**src/rtl/shifter_pkg.sv**
```systemverilog
// rtl/shifter_pkg.sv - op and FSM state encodings shared by the shifter and ALU control decode
package shifter_pkg;

  typedef enum logic [1:0] {
    OP_SLL = 2'b00,
    OP_SRL = 2'b01,
    OP_SRA = 2'b10,
    OP_ROR = 2'b11
  } op_e;

  typedef enum logic [1:0] {
    ST_IDLE  = 2'b00,
    ST_SHIFT = 2'b01,
    ST_DONE  = 2'b10
  } state_e;

endpackage

```
**src/rtl/shift_step.sv**
```systemverilog
// rtl/shift_step.sv - combinational one-step shifter (value, op, s) -> value
// SEQ_SHIFTER_ROTATE_EN enables right-rotate for OP_ROR; otherwise OP_ROR shifts like SRL.
module shift_step
  import shifter_pkg::*;
#(
  parameter int WIDTH = 32,
  parameter int SHW   = $clog2(WIDTH)
) (
  input  logic [WIDTH-1:0] value_i,
  input  logic [1:0]       op_i,
  input  logic [SHW-1:0]   amt_i,
  input  logic             sign_i,
  output logic [WIDTH-1:0] value_o
);

  logic [WIDTH-1:0] ones;
  logic [WIDTH-1:0] srl_val;
  logic [WIDTH-1:0] hi_mask;

  assign ones    = '1;
  assign srl_val = value_i >> amt_i;
  // Vacated MSB positions for this step; SRA fills them with the captured sign.
  assign hi_mask = ~(ones >> amt_i);

`ifdef SEQ_SHIFTER_ROTATE_EN
  logic [SHW:0] inv_amt;
  assign inv_amt = (SHW+1)'(WIDTH) - {1'b0, amt_i};
`endif

  always_comb begin
    value_o = srl_val;
    case (op_i)
      OP_SLL: value_o = value_i << amt_i;
      OP_SRA: value_o = sign_i ? (srl_val | hi_mask) : srl_val;
`ifdef SEQ_SHIFTER_ROTATE_EN
      OP_ROR: value_o = srl_val | (value_i << inv_amt);
`endif
      default: value_o = srl_val;
    endcase
  end

endmodule

```
**src/rtl/seq_shifter.sv**
```systemverilog
// rtl/seq_shifter.sv - multi-cycle SLL/SRL/SRA shifter, STEP bits per clock, Start/Busy/Done
// SEQ_SHIFTER_ROTATE_EN enables ROR for Op=11 (otherwise Op=11 behaves as SRL).
module seq_shifter
  import shifter_pkg::*;
#(
  parameter int WIDTH = 32,
  parameter int STEP  = 1,
  localparam int SHW  = $clog2(WIDTH)
) (
  input  logic             Clk,
  input  logic             Reset,
  input  logic             Start,
  input  logic [1:0]       Op,
  input  logic [SHW-1:0]   ShAmt,
  input  logic [WIDTH-1:0] DataIn,
  output logic             Busy,
  output logic             Done,
  output logic [WIDTH-1:0] DataOut
);

  localparam logic [SHW-1:0] STEP_W = SHW'(STEP);

  state_e           state_q, state_d;
  logic [WIDTH-1:0] work_q, work_d;
  logic [WIDTH-1:0] dout_q, dout_d;
  logic [SHW-1:0]   rem_q, rem_d;
  logic [1:0]       op_q, op_d;
  logic             sign_q, sign_d;
  logic [SHW-1:0]   step_amt;
  logic [WIDTH-1:0] step_val;

  assign step_amt = (rem_q < STEP_W) ? rem_q : STEP_W;

  shift_step #(
    .WIDTH (WIDTH),
    .SHW   (SHW)
  ) u_step (
    .value_i (work_q),
    .op_i    (op_q),
    .amt_i   (step_amt),
    .sign_i  (sign_q),
    .value_o (step_val)
  );

  always_comb begin
    state_d = state_q;
    work_d  = work_q;
    dout_d  = dout_q;
    rem_d   = rem_q;
    op_d    = op_q;
    sign_d  = sign_q;
    case (state_q)
      ST_SHIFT: begin
        work_d = step_val;
        rem_d  = rem_q - step_amt;
        if (rem_q == step_amt) begin
          state_d = ST_DONE;
          dout_d  = step_val;
        end
      end
      default: begin
        // IDLE and DONE both accept a new request, giving back-to-back issue from DONE.
        if (Start) begin
          work_d = DataIn;
          op_d   = Op;
          sign_d = DataIn[WIDTH-1];
          rem_d  = ShAmt;
          if (ShAmt == '0) begin
            state_d = ST_DONE;
            dout_d  = DataIn;
          end else begin
            state_d = ST_SHIFT;
          end
        end else begin
          state_d = ST_IDLE;
        end
      end
    endcase
  end

  always_ff @(posedge Clk or posedge Reset) begin
    if (Reset) begin
      state_q <= ST_IDLE;
      work_q  <= '0;
      dout_q  <= '0;
      rem_q   <= '0;
      op_q    <= '0;
      sign_q  <= 1'b0;
    end else begin
      state_q <= state_d;
      work_q  <= work_d;
      dout_q  <= dout_d;
      rem_q   <= rem_d;
      op_q    <= op_d;
      sign_q  <= sign_d;
    end
  end

  assign Busy    = (state_q == ST_SHIFT);
  assign Done    = (state_q == ST_DONE);
  assign DataOut = dout_q;

endmodule

```
**config.mk**
```make
export PLATFORM = sky130hd
export DESIGN_NAME = seq_shifter
export DESIGN_NICKNAME = d
export VERILOG_FILES = /design/src/rtl/shifter_pkg.sv /design/src/rtl/shift_step.sv /design/src/rtl/seq_shifter.sv
export SDC_FILE = /design/constraint.sdc
export NUM_CORES = 1
export LEC_CHECK = 0
export ABC_CLOCK_PERIOD_IN_PS = 3200
export BUFFER_PORTS_ARGS = -buffer_cell sky130_fd_sc_hd__buf_4
export CORE_UTILIZATION = 45
export DETAILED_ROUTE_END_ITERATION = 7
export GPL_TIMING_DRIVEN = 0
export PLACE_DENSITY = 0.79
export SLEW_MARGIN = 20
export SYNTH_ARGS = -nofsm -noshare
export SYNTH_HDL_FRONTEND = slang
export SYNTH_SLANG_ARGS = --single-unit
```
**constraint.sdc**
```tcl
create_clock -name Clk -period 3.2 [get_ports Clk]
set_input_delay 0.48 -clock Clk [delete_from_list [all_inputs] [get_ports Clk]]
set_output_delay 0.48 -clock Clk [all_outputs]
set_load 0.005 [all_outputs]
```
* Word level (Yosys, flattened, before mapping)
Cells that the tools add are included.
** Word-level totals
- Output and inout port bits :: 34
- Register bits after elaboration :: 74
- Logic and storage cells :: 40
- Bits of input ports :: 42
** Operators by class
- Bitwise logic cells :: 3
- Equality and inequality tests :: 5
- $add $sub $neg :: 1
- Reductions and logical operators :: 6
- Multiplexer cells :: 15
- Shift-type cells :: 3
- Order comparisons :: 1
** Operator list (count)
- $mux W32 :: 7
- $pmux W32 S2 :: 1
- $not A32 Y32 :: 1
- $or A32 B32 Y32 :: 1
- $shl A32 B5 Y32 :: 1
- $shr A32 B5 Y32 :: 1
- $shr A32 B5 Y32 const A :: 1
- $mux W5 :: 3
- $mux W2 :: 4
- $eq A5 B5 Y1 :: 1
- $logic_not A5 Y1 :: 1
- $lt A5 B1 Y1 const B :: 1
- $sub A5 B5 Y5 :: 1
- $eq A2 B2 Y1 const B :: 2
- $reduce_bool A2 Y1 :: 2
- $reduce_and A3 Y1 :: 1
- $eq A2 B1 Y1 const B :: 1
- $logic_not A2 Y1 :: 1
- $ne A2 B1 Y1 const B :: 1
- $reduce_and A2 Y1 :: 1
- $not A1 Y1 :: 1

* Logic depth before layout (Yosys ltp)
- Word-level depth :: 9
- Depth in mapped cells :: 11
- Depth with buffers taken out :: 7

* Hierarchy
From an unflattened synthesis, not the netlist that was laid out.
** Unflattened totals
- Cells, all modules :: 939
- Area total of the unflattened synthesis :: 8252.9 µm²
** Modules (own cells, without submodules)
- shift_step :: instances 1, seq. area each 0.0 µm², area an instance 4611.9 µm², cells each 562
- seq_shifter :: instances 1, seq. area each 1851.8 µm², area an instance 3641.0 µm², cells each 377

* Worst setup path after synthesis
No wires, ideal clock.
- Path kind :: flip-flop to flip-flop
- Start :: reg rem_q[2]
- End :: reg dout_q[10], in the netlist DataOut[10]
- Path slack :: 0.882 ns
- Data arrival time :: 2.171 ns
- Library setup time :: 0.147 ns
- Clock period less this slack :: 2.318 ns
- Stages on the path, launching flop included :: 12
- Cells stage by stage :: dfrtp_1 > nor3_1 > buf_2 > buf_1 > a21o_1 > ha_1 > and3_1 > buf_2 > nor2_4 > clkinv_2 > buf_6 > o221ai_1
** On the way
- Cells in the longest elaborated chain, start to end :: 9
- Elaborated cells on any way between the ends :: 14
** Ends and longest elaborated chain
- start: declaration :: line seq_shifter.sv:26 : logic [SHW-1:0] rem_q, rem_d;
- start signal: assignment :: line seq_shifter.sv:93 : rem_q <= rem_d;
- $lt A5 B1 Y1 :: line seq_shifter.sv:32 : assign step_amt = (rem_q < STEP_W) ? rem_q : STEP_W;
- $mux W5 :: line seq_shifter.sv:32
- $shr A32 B5 Y32 :: line shift_step.sv:23 : assign hi_mask = ~(ones >> amt_i);
- $not A32 Y32 :: line shift_step.sv:23
- $or A32 B32 Y32 :: line shift_step.sv:34 : OP_SRA: value_o = sign_i ? (srl_val | hi_mask) : srl_val;
- $mux W32 :: line shift_step.sv:34
- $pmux W32 S2 :: line shift_step.sv:32 : case (op_i)
- $mux W32 :: line seq_shifter.sv:56 : if (rem_q == step_amt) begin
- $mux W32 :: line seq_shifter.sv:52 : case (state_q)
- end signal: assignment :: line seq_shifter.sv:92 : dout_q <= dout_d;
- end: declaration :: line seq_shifter.sv:25 : logic [WIDTH-1:0] dout_q, dout_d;
Parallel ways exist; a longest one is shown, timed or not. The select of a mux whose other input is x is not followed.
A chain may end at the register's enable or synchronous reset.

* Worst setup path in the final report
- Start :: reg rem_q[2]
- End :: reg dout_q[23], in the netlist DataOut[23]
The elaborated chain is that of the path after synthesis.

==> impl_results.rst <==
.. list-table::
   :header-rows: 1

   * - Metric
     - Value
   * - Run status
     - completed
   * - Critical path start-end classification
     - reg2reg
   * - Number of synthesized register bits
     - 74
   * - Max Buffers Root-to-Sink
     - 2
   * - Max-cap check violation count
     - 0
   * - Synth top area share
     - approximately 44%
   * - R2R setup slack
     - between 300 and 400 ps
   * - Data arrival, critical path
     - roughly 3100 ps
   * - Number of fill cells
     - 794
   * - IR drop worst, VDD
     - approximately 480 uV
   * - Number of buffers added by the clock tree synthesis step
     - 9
   * - Clk slew on worst S/H paths
     - 80 ps
   * - Min Clock Period, post-route
     - between 2000 and 3000 ps
   * - Total global routing track utilization
     - between 20% and 30%
   * - GR Overflow Total
     - 0
   * - Number of DRC violations after detailed-routing iteration 0
     - roughly 340
   * - First-pass DRT Iterations
     - 5
   * - Ys Warns
     - 0
   * - Synthesized-area fraction occupied by ao, oa, aoi and oai cells
     - a little over a quarter
   * - Unrepaired setup endpoints after global routing
     - false
   * - Final hold vios
     - 0
   * - Synth cell types
     - 42
   * - Wire per inst
     - roughly 18 um
   * - Wire length of the first global-routing pass
     - 20,540 um
   * - TritonCTS sink count
     - 74
   * - Number of synthesized flops with an enable pin
     - 0
   * - Mean instance size in the synthesized netlist
     - around 8.6 um^2
   * - Worst reg2reg path depth
     - 10
   * - Number of nets in the layout
     - slightly above 600
   * - Placed standard-cell area
     - 4922 um^2
   * - Async SR Flop Fraction
     - 100.0%
   * - Overall die area
     - 9727 um^2
   * - Initial core utilization
     - 47.26%
   * - Synthesized cell area
     - roughly 4200 um^2
   * - Total inserted antenna cells
     - 0
   * - Vias post-DR
     - 4,183
   * - Area contributors post-synth
     - sky130_fd_sc_hd__dfrtp_1 44%, sky130_fd_sc_hd__nand2_1 6.8%, sky130_fd_sc_hd__a21oi_1 4.3%
   * - Count of buffers added by post-CTS timing repair for setup
     - 0
   * - Reg2reg start
     - rem_q[2]
   * - Main combinational cell family by area after synthesis
     - compound AO/OA/AOI/OAI gates
   * - Via-per-instance ratio
     - around 6.1
   * - Quantity of I/O buffers inserted on ports
     - 75
   * - Proportion of synthesized area in mux cells
     - 1.995%
   * - Max Clk Rate
     - 0.3484 GHz
   * - Final non-filler cell area
     - 5142 um^2
   * - Skew-Pair Late Insertion Delay
     - roughly 350 ps
   * - Area of the core region
     - about 8900 um^2
   * - Static Leak
     - 2.221 nW
   * - Number of routed nets with antenna violations
     - 0
   * - Number of antenna violations at the first check in global routing
     - 0
   * - Rel. slew slack
     - 59.89%
   * - Final setup violation count
     - 0
   * - Root buffer cell
     - sky130_fd_sc_hd__clkbuf_8
   * - Routability Congestion
     - ~0.90
   * - Die Width
     - about 99 um
   * - Worst path required time
     - between 3000 and 4000 ps
   * - Fraction of the mapped netlist area in simple logic gates
     - 18.97%
   * - Endpoint of the worst-slack reg-to-reg timing path
     - DataOut[23]
   * - Number of top-level pins
     - 76
   * - Fraction of layout instances using a drive strength above 1
     - about a quarter
   * - H-tree depth reported by CTS
     - 3
   * - Number of remaining DRC errors
     - 0
   * - XOR/XNOR share of the synthesized area
     - 0%
   * - Total of hold buffers inserted after clock tree synthesis
     - 0
   * - Final Skew
     - just over 9 ps
   * - Adder-Cell Fraction of Synth Area
     - less than 1%
   * - Post-route worst hold slack
     - approximately 140 ps
   * - Hold WC Path Type
     - in2async
   * - Post-synthesis sequential area ratio
     - roughly 44%
   * - Drt total wl
     - 12,360 um
   * - Slack of the critical path
     - 329.7 ps
   * - Transition time of the tightest slew-check pin
     - ~600 ps
   * - Post-route clock period utilization
     - roughly 90%
   * - Final HPWL DP
     - 8726 um
   * - Maximum number of pins on one net before global-route repair
     - 43
   * - Synth Net Count
     - between 500 and 600
   * - Most used flip-flop cell after synthesis
     - sky130_fd_sc_hd__dfrtp_1
   * - Chip height
     - 98.63 um
   * - Setup TNS
     - 0 ps
   * - Via count of the first global-routing pass
     - 4,123
   * - Post-placement setup slack
     - around 290 ps
   * - Clock tree from TritonCTS
     - done
   * - Core Rows
     - 34
   * - Pwr Density
     - around 1100 nW/um^2
   * - Post-synthesis cell count
     - between 400 and 500
   * - Maximum fanout count along the critical path
     - 10
   * - Max-slew violation count
     - 0
   * - Dominant cell type by area after synthesis
     - sky130_fd_sc_hd__dfrtp_1
   * - Crit path launch type
     - flip-flop
   * - Syn-to-layout area delta
     - 22.39%
   * - Setup crit end kind
     - flip-flop
## critical path, stage by stage, from the launching register on
cell and delay [ps]:
sky130_fd_sc_hd__dfrtp_1 450, sky130_fd_sc_hd__nor3_1 350, sky130_fd_sc_hd__buf_2 310, sky130_fd_sc_hd__clkbuf_2 290, sky130_fd_sc_hd__a21o_1 200, sky130_fd_sc_hd__ha_1 220
sky130_fd_sc_hd__and3_1 170, sky130_fd_sc_hd__buf_2 250, sky130_fd_sc_hd__buf_2 290, sky130_fd_sc_hd__nor3_1 90, sky130_fd_sc_hd__a31oi_1 160
## layout by cell type, fill, tap and decap left out, types with 8 or more instances in the layout
cell,count
sky130_fd_sc_hd__a31o_2,14
sky130_fd_sc_hd__o21ai_0,23
sky130_fd_sc_hd__o31ai_1,15
sky130_fd_sc_hd__a31oi_1,16
sky130_fd_sc_hd__nand2_1,76
sky130_fd_sc_hd__a211oi_1,17
sky130_fd_sc_hd__clkbuf_8,10
sky130_fd_sc_hd__a21oi_1,36
sky130_fd_sc_hd__buf_4,77
sky130_fd_sc_hd__o221ai_1,12
sky130_fd_sc_hd__nor3_1,17
sky130_fd_sc_hd__clkbuf_1,27
sky130_fd_sc_hd__nand3_1,22
sky130_fd_sc_hd__a32o_1,13
sky130_fd_sc_hd__buf_2,8
sky130_fd_sc_hd__nor2_1,31
sky130_fd_sc_hd__inv_1,20
sky130_fd_sc_hd__nor2b_1,17
sky130_fd_sc_hd__dfrtp_1,74
## routing by layer
layer | global-route usage, % | part of all wire (%) | wire length, um | up-vias
met5 | 0 | 0 | 0 | -
met4 | 9.070 | 1.7 | 204 | 0
met3 | 6.312 | 9.0 | 1109 | 25
li1 | - | - | - | 1928
met1 | 35.86 | 42 | 5200 | 2006
met2 | 42.85 | 47 | 5843 | 224
## cells in the mapped netlist (2+ instances only)
cell type	count
sky130_fd_sc_hd__nor3_1	17
sky130_fd_sc_hd__mux2_2	3
sky130_fd_sc_hd__ha_1	2
sky130_fd_sc_hd__or2_2	2
sky130_fd_sc_hd__o2bb2ai_1	2
sky130_fd_sc_hd__o31ai_1	15
sky130_fd_sc_hd__buf_6	5
sky130_fd_sc_hd__dfrtp_1	74
sky130_fd_sc_hd__nand2b_1	2
sky130_fd_sc_hd__a31oi_1	16
sky130_fd_sc_hd__mux2i_1	5
sky130_fd_sc_hd__inv_1	21
sky130_fd_sc_hd__o22ai_1	3
sky130_fd_sc_hd__nor2b_1	17
sky130_fd_sc_hd__o221ai_2	4
sky130_fd_sc_hd__buf_1	4
sky130_fd_sc_hd__buf_2	8
sky130_fd_sc_hd__a211oi_1	17
sky130_fd_sc_hd__o21ai_0	23
sky130_fd_sc_hd__nor2_1	31
sky130_fd_sc_hd__buf_4	2
sky130_fd_sc_hd__a31o_2	14
sky130_fd_sc_hd__a32o_1	13
sky130_fd_sc_hd__nand2_1	76
sky130_fd_sc_hd__a21oi_1	36
sky130_fd_sc_hd__nand3_1	22
sky130_fd_sc_hd__o221ai_1	12
sky130_fd_sc_hd__clkbuf_1	26
## cells by family (layout without fill, tap and decap cells)
logic type | Yosys count | in the layout
compound gates | 160 | 160
fa+ha+maj | 2 | 2
mux | 8 | 8
flops | 74 | 74
simple gates | 174 | 174
buf+inv | 68 | 160
## cell type report
class                           instances  area [um^2]  area share (%)
Tap cell                              108        135.1           2.628
Timing Repair Buffer                   76        583.1           11.34
Sequential cell                        74         1852           36.01
Multi-Input combinational cell        344         2038           39.63
Clock inverter                          5        77.57           1.509
Buffer                                 45        225.2           4.380
Inverter                               23        90.09           1.752
Clock buffer                           11        141.4           2.749
## flip-flops by register name, summed over array words and instances (netlist names)
name / count
sign_q: 1
work_q: 32
DataOut: 32
op_q: 2
rem_q: 5
state_q: 2
## timing repair
item / in CTS / in global routing
endpoints found under the setup margin: 0 / 26
resized for setup: 0 / 1
hold endpoints to repair: 0 / 0
## worst max-delay path by stage
stage                  start  depth (start not counted)  slack (ps)     endpoint
floorplan              Reset                          1         840   DataOut[0]
global placement       Reset                          2        -130  DataOut[12]
detailed placement  rem_q[2]                         11         290   DataOut[8]
CTS                 rem_q[2]                         10         240  DataOut[23]
global route        rem_q[2]                         10         130  DataOut[31]
finish              rem_q[2]                         10         330  DataOut[23]
## power breakdown
group	internal (W)	total, W	switching (W)
Clock	0.000458	0.000814	0.000356
Combinational	0.00135	0.00303	0.00169
Sequential	0.00143	0.00181	0.000385
## through the flow
step / util (%) / cells / total power (W)
after floorplan: - / 486 / 0.003790
after global placement: 55.11 / 669 / 0.004696
after detailed placement: 55.36 / 670 / 0.004796
after CTS: 57.82 / 686 / 0.005626
after global routing: 57.84 / 686 / 0.006081
final: 57.84 / 686 / 0.005660
No activity file was read; power rests on OpenSTA's default activity.
